--- src/rtl/traffic_light_monitor.sv ---
// traffic_light_monitor
//   Passive checker that sits beside the traffic-light controller and watches
//   its lamp outputs. Each clock it decodes the current phase, flags illegal
//   lamp encodings, conflicting greens/yellows, out-of-order phase changes and
//   wrong phase durations (measured in ticks), and counts completed cycles.
//
// Ports
//   clk, rst          : rising-edge clock, asynchronous active-high reset
//   tick              : the controller's single-cycle enable pulse
//   ns_g/ns_y/ns_r    : north-south lamps
//   ew_g/ew_y/ew_r    : east-west lamps
//   phase             : decoded phase (0=NSG 1=NSY 2=EWG 3=EWY), holds when invalid
//   phase_valid       : lamps formed a legal phase on the last sample
//   locked            : tracker has seen a phase boundary and is checking timing
//   cycle_count       : completed EWY->NSG transitions while locked (wraps)
//   err_encoding      : sticky, a direction was not one-hot
//   err_conflict      : sticky, both directions non-red at once
//   err_sequence      : sticky, illegal phase-to-phase transition
//   err_timing        : sticky, a phase lasted the wrong number of ticks
//   err_any           : OR of the four sticky flags
module traffic_light_monitor #(
    parameter int GREEN_TICKS  = 5,
    parameter int YELLOW_TICKS = 2,
    parameter int CNT_W        = 8
) (
    input  logic             clk,
    input  logic             rst,
    input  logic             tick,
    input  logic             ns_g,
    input  logic             ns_y,
    input  logic             ns_r,
    input  logic             ew_g,
    input  logic             ew_y,
    input  logic             ew_r,
    output logic [1:0]       phase,
    output logic             phase_valid,
    output logic             locked,
    output logic [CNT_W-1:0] cycle_count,
    output logic             err_encoding,
    output logic             err_conflict,
    output logic             err_sequence,
    output logic             err_timing,
    output logic             err_any
);

    typedef enum logic {S_SYNC, S_TRACK} state_t;

    localparam logic [1:0]       P_NSG   = 2'd0;
    localparam logic [1:0]       P_EWY   = 2'd3;
    localparam logic [CNT_W-1:0] GRN_C   = CNT_W'(GREEN_TICKS);
    localparam logic [CNT_W-1:0] YEL_C   = CNT_W'(YELLOW_TICKS);
    localparam logic [CNT_W-1:0] CNT_MAX = '1;

    state_t           state_q, state_d;
    logic [1:0]       phase_q, phase_d;
    logic             phase_valid_q, phase_valid_d;
    logic [CNT_W-1:0] cnt_q, cnt_d;
    logic [CNT_W-1:0] cyc_q, cyc_d;
    logic             err_enc_q, err_enc_d;
    logic             err_conf_q, err_conf_d;
    logic             err_seq_q, err_seq_d;
    logic             err_tim_q, err_tim_d;
    logic             err_any_q, err_any_d;

    logic             ns_oh, ew_oh, cur_valid;
    logic [1:0]       cur_phase, next_phase;
    logic [CNT_W-1:0] cnt_inc, cnt_first, exp_ticks;

    always_comb begin
        // Exactly one of three: odd parity rules out 0 and 2, and not all three.
        ns_oh = (ns_g ^ ns_y ^ ns_r) & ~(ns_g & ns_y & ns_r);
        ew_oh = (ew_g ^ ew_y ^ ew_r) & ~(ew_g & ew_y & ew_r);

        cur_valid = 1'b1;
        cur_phase = P_NSG;
        if (!(ns_oh && ew_oh))   cur_valid = 1'b0;
        else if (ns_g && ew_r)   cur_phase = 2'd0;
        else if (ns_y && ew_r)   cur_phase = 2'd1;
        else if (ew_g && ns_r)   cur_phase = 2'd2;
        else if (ew_y && ns_r)   cur_phase = 2'd3;
        else                     cur_valid = 1'b0;   // all red, or a conflict

        next_phase = phase_q + 2'd1;
        cnt_inc    = (cnt_q == CNT_MAX) ? cnt_q : cnt_q + 1'b1;
        // A tick on the edge where the new phase first appears belongs to it.
        cnt_first  = tick ? CNT_W'(1) : '0;
        exp_ticks  = phase_q[0] ? YEL_C : GRN_C;

        state_d       = state_q;
        phase_d       = phase_q;
        phase_valid_d = cur_valid;
        cnt_d         = cnt_q;
        cyc_d         = cyc_q;
        err_enc_d     = err_enc_q | ~(ns_oh & ew_oh);
        err_conf_d    = err_conf_q | ((ns_g | ns_y) & (ew_g | ew_y));
        err_seq_d     = err_seq_q;
        err_tim_d     = err_tim_q;

        if (!cur_valid) begin
            // Lost the phase: resynchronise, abandoned phase is not timed.
            state_d = S_SYNC;
            cnt_d   = '0;
        end else begin
            phase_d = cur_phase;
            if (!phase_valid_q || cur_phase == phase_q) begin
                // No boundary seen (same phase, or first valid sample after
                // an invalid one, where the counter is already cleared).
                cnt_d = tick ? cnt_inc : cnt_q;
                if (state_q == S_TRACK && cnt_d > exp_ticks)
                    err_tim_d = 1'b1;   // overstay caught before the change
            end else if (cur_phase == next_phase) begin
                cnt_d   = cnt_first;
                state_d = S_TRACK;
                // The phase in force when locking was partial: only check
                // phases that began while already tracking.
                if (state_q == S_TRACK) begin
                    if (cnt_q != exp_ticks) err_tim_d = 1'b1;
                    if (phase_q == P_EWY)   cyc_d = cyc_q + 1'b1;
                end
            end else begin
                // Out-of-order jump: the phase history is no longer trusted,
                // so drop back to SYNC until the next legal boundary.
                err_seq_d = 1'b1;
                state_d   = S_SYNC;
                cnt_d     = cnt_first;
            end
        end

        err_any_d = err_enc_d | err_conf_d | err_seq_d | err_tim_d;
    end

    always_ff @(posedge clk or posedge rst) begin
        if (rst) begin
            state_q       <= S_SYNC;
            phase_q       <= P_NSG;
            phase_valid_q <= 1'b0;
            cnt_q         <= '0;
            cyc_q         <= '0;
            err_enc_q     <= 1'b0;
            err_conf_q    <= 1'b0;
            err_seq_q     <= 1'b0;
            err_tim_q     <= 1'b0;
            err_any_q     <= 1'b0;
        end else begin
            state_q       <= state_d;
            phase_q       <= phase_d;
            phase_valid_q <= phase_valid_d;
            cnt_q         <= cnt_d;
            cyc_q         <= cyc_d;
            err_enc_q     <= err_enc_d;
            err_conf_q    <= err_conf_d;
            err_seq_q     <= err_seq_d;
            err_tim_q     <= err_tim_d;
            err_any_q     <= err_any_d;
        end
    end

    assign phase        = phase_q;
    assign phase_valid  = phase_valid_q;
    assign locked       = (state_q == S_TRACK);
    assign cycle_count  = cyc_q;
    assign err_encoding = err_enc_q;
    assign err_conflict = err_conf_q;
    assign err_sequence = err_seq_q;
    assign err_timing   = err_tim_q;
    assign err_any      = err_any_q;

endmodule

--- config.mk ---
export PLATFORM = sky130hd
export DESIGN_NAME = traffic_light_monitor
export DESIGN_NICKNAME = d
export VERILOG_FILES = /design/src/rtl/traffic_light_monitor.sv
export SDC_FILE = /design/constraint.sdc
export NUM_CORES = 1
export LEC_CHECK = 0
export ABC_AREA = 1
export CAP_MARGIN = 20
export CORE_MARGIN = 8
export CORE_UTILIZATION = 50
export DETAILED_ROUTE_END_ITERATION = 10
export HOLD_SLACK_MARGIN = 0.05
export PLACE_DENSITY = 0.77
export SLEW_MARGIN = 20
export SYNTH_ARGS = -nofsm -noshare
export SYNTH_HDL_FRONTEND = slang
export SYNTH_SLANG_ARGS = --single-unit
--- constraint.sdc ---
create_clock -name clk -period 5.83 [get_ports clk]
set_clock_uncertainty 0.1 [all_clocks]
set_input_delay 1.166 -clock clk [delete_from_list [all_inputs] [get_ports clk]]
set_output_delay 1.166 -clock clk [all_outputs]
set_load 0.01 [all_outputs]
==> impl_metrics.json <==
{
  "holdWs_ns": 0.3971,
  "worstHoldPathType": "reg2reg",
  "hold_violations": 0,
  "grt_max_degree": 26,
  "fin_nets": 276,
  "diodes": 0,
  "yosys_warnings": 0,
  "cts_setup_buffers": 0,
  "syn_area_um2": 1795,
  "vias": 1452,
  "antenna_found_initial": 0,
  "grt_usage": 0.1360,
  "synth_edf_count": 0,
  "async_reset_ff_frac": 1.000,
  "grt_pass1_wl_um": 6782,
  "final-seq-area_um2": 625.6,
  "drt_pass1_iterations": 4,
  "p_total_uw": 408.5,
  "setup_violations": 0,
  "die_w_um": 75.93,
  "clockBufferDepth": 2,
  "io-pin-count": 26,
  "ctsRootBufferMaster": "clkbuf_4",
  "gp_congestion": 0.8366,
  "clk_latency_ns": 0.32,
  "layout-drive-gt1-share": 0.1641,
  "synth_mux_area_frac": 0,
  "critPathLaunchType": "input pin",
  "fmax_mhz": 298.3,
  "initial_core_util": 0.5297,
  "final_util": 0.6272,
  "dieArea_um2": 5765,
  "critPathCaptureType": "flip-flop",
  "clk_pin_slew_ns": 0.14,
  "setup_tns_ns": 0,
  "netlist.area_leader.share": 0.3484,
  "routed_wl_um": 3632,
  "gr-total-overflow": 0,
  "synth_top_area_cell": "dfrtp_1",
  "critical_path_class": "in2reg",
  "synth_cell_type_count": 32,
  "holdBufCountCts": 0,
  "multiInputGateArea_um2": 1010,
  "worstMarginPinSlew_ns": 0.9234,
  "n_fill_cell": 294,
  "yosys.area_share.adder": 0.06969,
  "arrival_ns": 3.47,
  "drv_slew": 0,
  "synth_area_leaders": "dfrtp_1 35%, nand2_1 9.8%, inv_1 7.7%",
  "period_needed_ns": 3.352,
  "cts_made_buffers": 3,
  "avgSynthCellArea_um2": 7.875,
  "drv_cap": 0,
  "core-area_um2": 3390,
  "yosys.area_share.simple": 0.3840,
  "ys_seq_area_frac": 0.3484,
  "final.period_utilization": 0.5750,
  "synth.most_common_cell": "nand2_1",
  "power_density_nw_per_um2": 192.2,
  "synth_top_family_by_area": "simple AND/OR/NAND/NOR gates",
  "port_buffers": 25,
  "p_leak_uw": 0.001019,
  "grt_setup_unrepaired": "false",
  "post-dp-hpwl_um": 2971,
  "outcome": "finished, final reports clean",
  "wl_per_cell_um": 12.03,
  "first_global_vias": 1503,
  "cts_tree": "done",
  "initialDrtViolationCount": 64,
  "synth_nets": 247,
  "dpl_cell_area_um2": 2100,
  "critPathMaxFanout": 9,
  "ctsResizeCount": 0,
  "synth.top_cells.by_count": "47 x nand2_1, 37 x inv_1, 25 x dfrtp_1",
  "clock_sinks": 25,
  "design_area_um2": 2126,
  "slew_headroom": 0.3837,
  "synthXorXnorAreaFrac": 0.04878,
  "synth_compound_area_frac": 0.05993,
  "rows": 21,
  "area_delta_synth_final_pct": 18.40,
  "peakVddDrop_uv": 96.09,
  "synth-seq-cells": 25,
  "htreeDepth": 1,
  "drc": 0,
  "viasPerCell": 4.808,
  "postSynthCellCount": 228,
  "ant_nets": 0,
  "die_h_um": 75.93,
  "synthFlopType": "dfrtp_1",
  "cp.required_ns": 5.95
}
-- state kept, by name (all words and copies together) (netlist names) --
| signal | cells |
|---|---|
| err_sequence | 1 |
| err_timing | 1 |
| err_encoding | 1 |
| phase_valid | 1 |
| cycle_count | 8 |
| locked | 1 |
| err_conflict | 1 |
| phase | 2 |
| cnt_q | 8 |
| err_any | 1 |
-- metal layers --
layer,GRT usage,wire [um]
met5,0,0
met1,0.1651,1703
met3,0.02358,120
met2,0.2348,1754
met4,0.04510,54
-- area by class of cell --
class / instances / area share
inverters: 41 / 0.07357
well taps: 46 / 0.02707
repair buffers: 25 / 0.1177
flip-flops and latches: 25 / 0.2943
clock buffers: 4 / 0.01236
multi-input cells: 161 / 0.4750
-- kinds of logic after synthesis --
group,Yosys count
DFF,25
xor gates and xnor gates,10
adders and majority gates,10
and+or+nand+nor,124
AOI/OAI and AO/OA,17
buffers and inverters,42
-- worst max-delay path, cell delays in order --
cell             delay, ns
clkdlybuf4s50_1       0.63
nand2_1               0.17
o21ai_0               0.28
inv_1                 0.08
ha_1                  0.30
inv_1                 0.06
nor2_1                0.03
o21a_1                0.15
o21ai_0               0.16
nand2_1               0.07
nor2_1                0.08
nand3b_1              0.11
nand3_2               0.11
nand3_1               0.07
-- final timing paths --
kind                                        start                    endpoint  slack, ns  cells after the start
hold / removal             err_encoding$_DFF_PP0_      err_encoding$_DFF_PP0_       0.40                      2
setup / recovery                             tick           err_any$_DFF_PP0_       2.48                     14
min in group asynchronous                     rst  cycle_count[2]$_DFFE_PP0P_       1.23                      2
hold reg to reg            err_encoding$_DFF_PP0_      err_encoding$_DFF_PP0_       0.40                      2
setup reg to reg               cnt_q[0]$_DFF_PP0_           err_any$_DFF_PP0_       2.97                     17
max in group asynchronous                     rst          cnt_q[4]$_DFF_PP0_       3.84                      2
-- cells in the final DEF (no fill, tap or decap), types with 2 or more instances in the layout --
cell type,Yosys,routed
inv_2,3,3
clkdlybuf4s50_1,0,25
inv_1,37,37
nand3b_1,2,2
nand2_1,47,47
clkbuf_4,0,3
xnor2_1,4,4
nor2_4,4,4
nand3_2,4,4
nor2_2,10,10
nand2_2,8,8
ha_1,10,10
a21oi_1,2,2
nand3_4,2,2
nand4_1,4,4
xor2_1,6,6
o21ai_0,7,7
nor3_1,4,4
nand3_1,17,17
dfrtp_1,25,25
nand2_4,2,2
o21ai_1,2,2
nor2_1,17,17
-- report_power, final --
part	switching [uW]	internal, uW	total, uW
registers	9.92	180	190
clock network	53.4	26.8	80.2
logic	87.3	51.1	138
-- through the flow --
step                      setup slack, ns  instances
after floorplan                     2.757        228
after global placement              2.267        298
after detailed placement            2.151        298
after CTS                           2.493        302
after global routing                2.297        302
final                               2.478        302
Power figures use the tool's default switching activity.
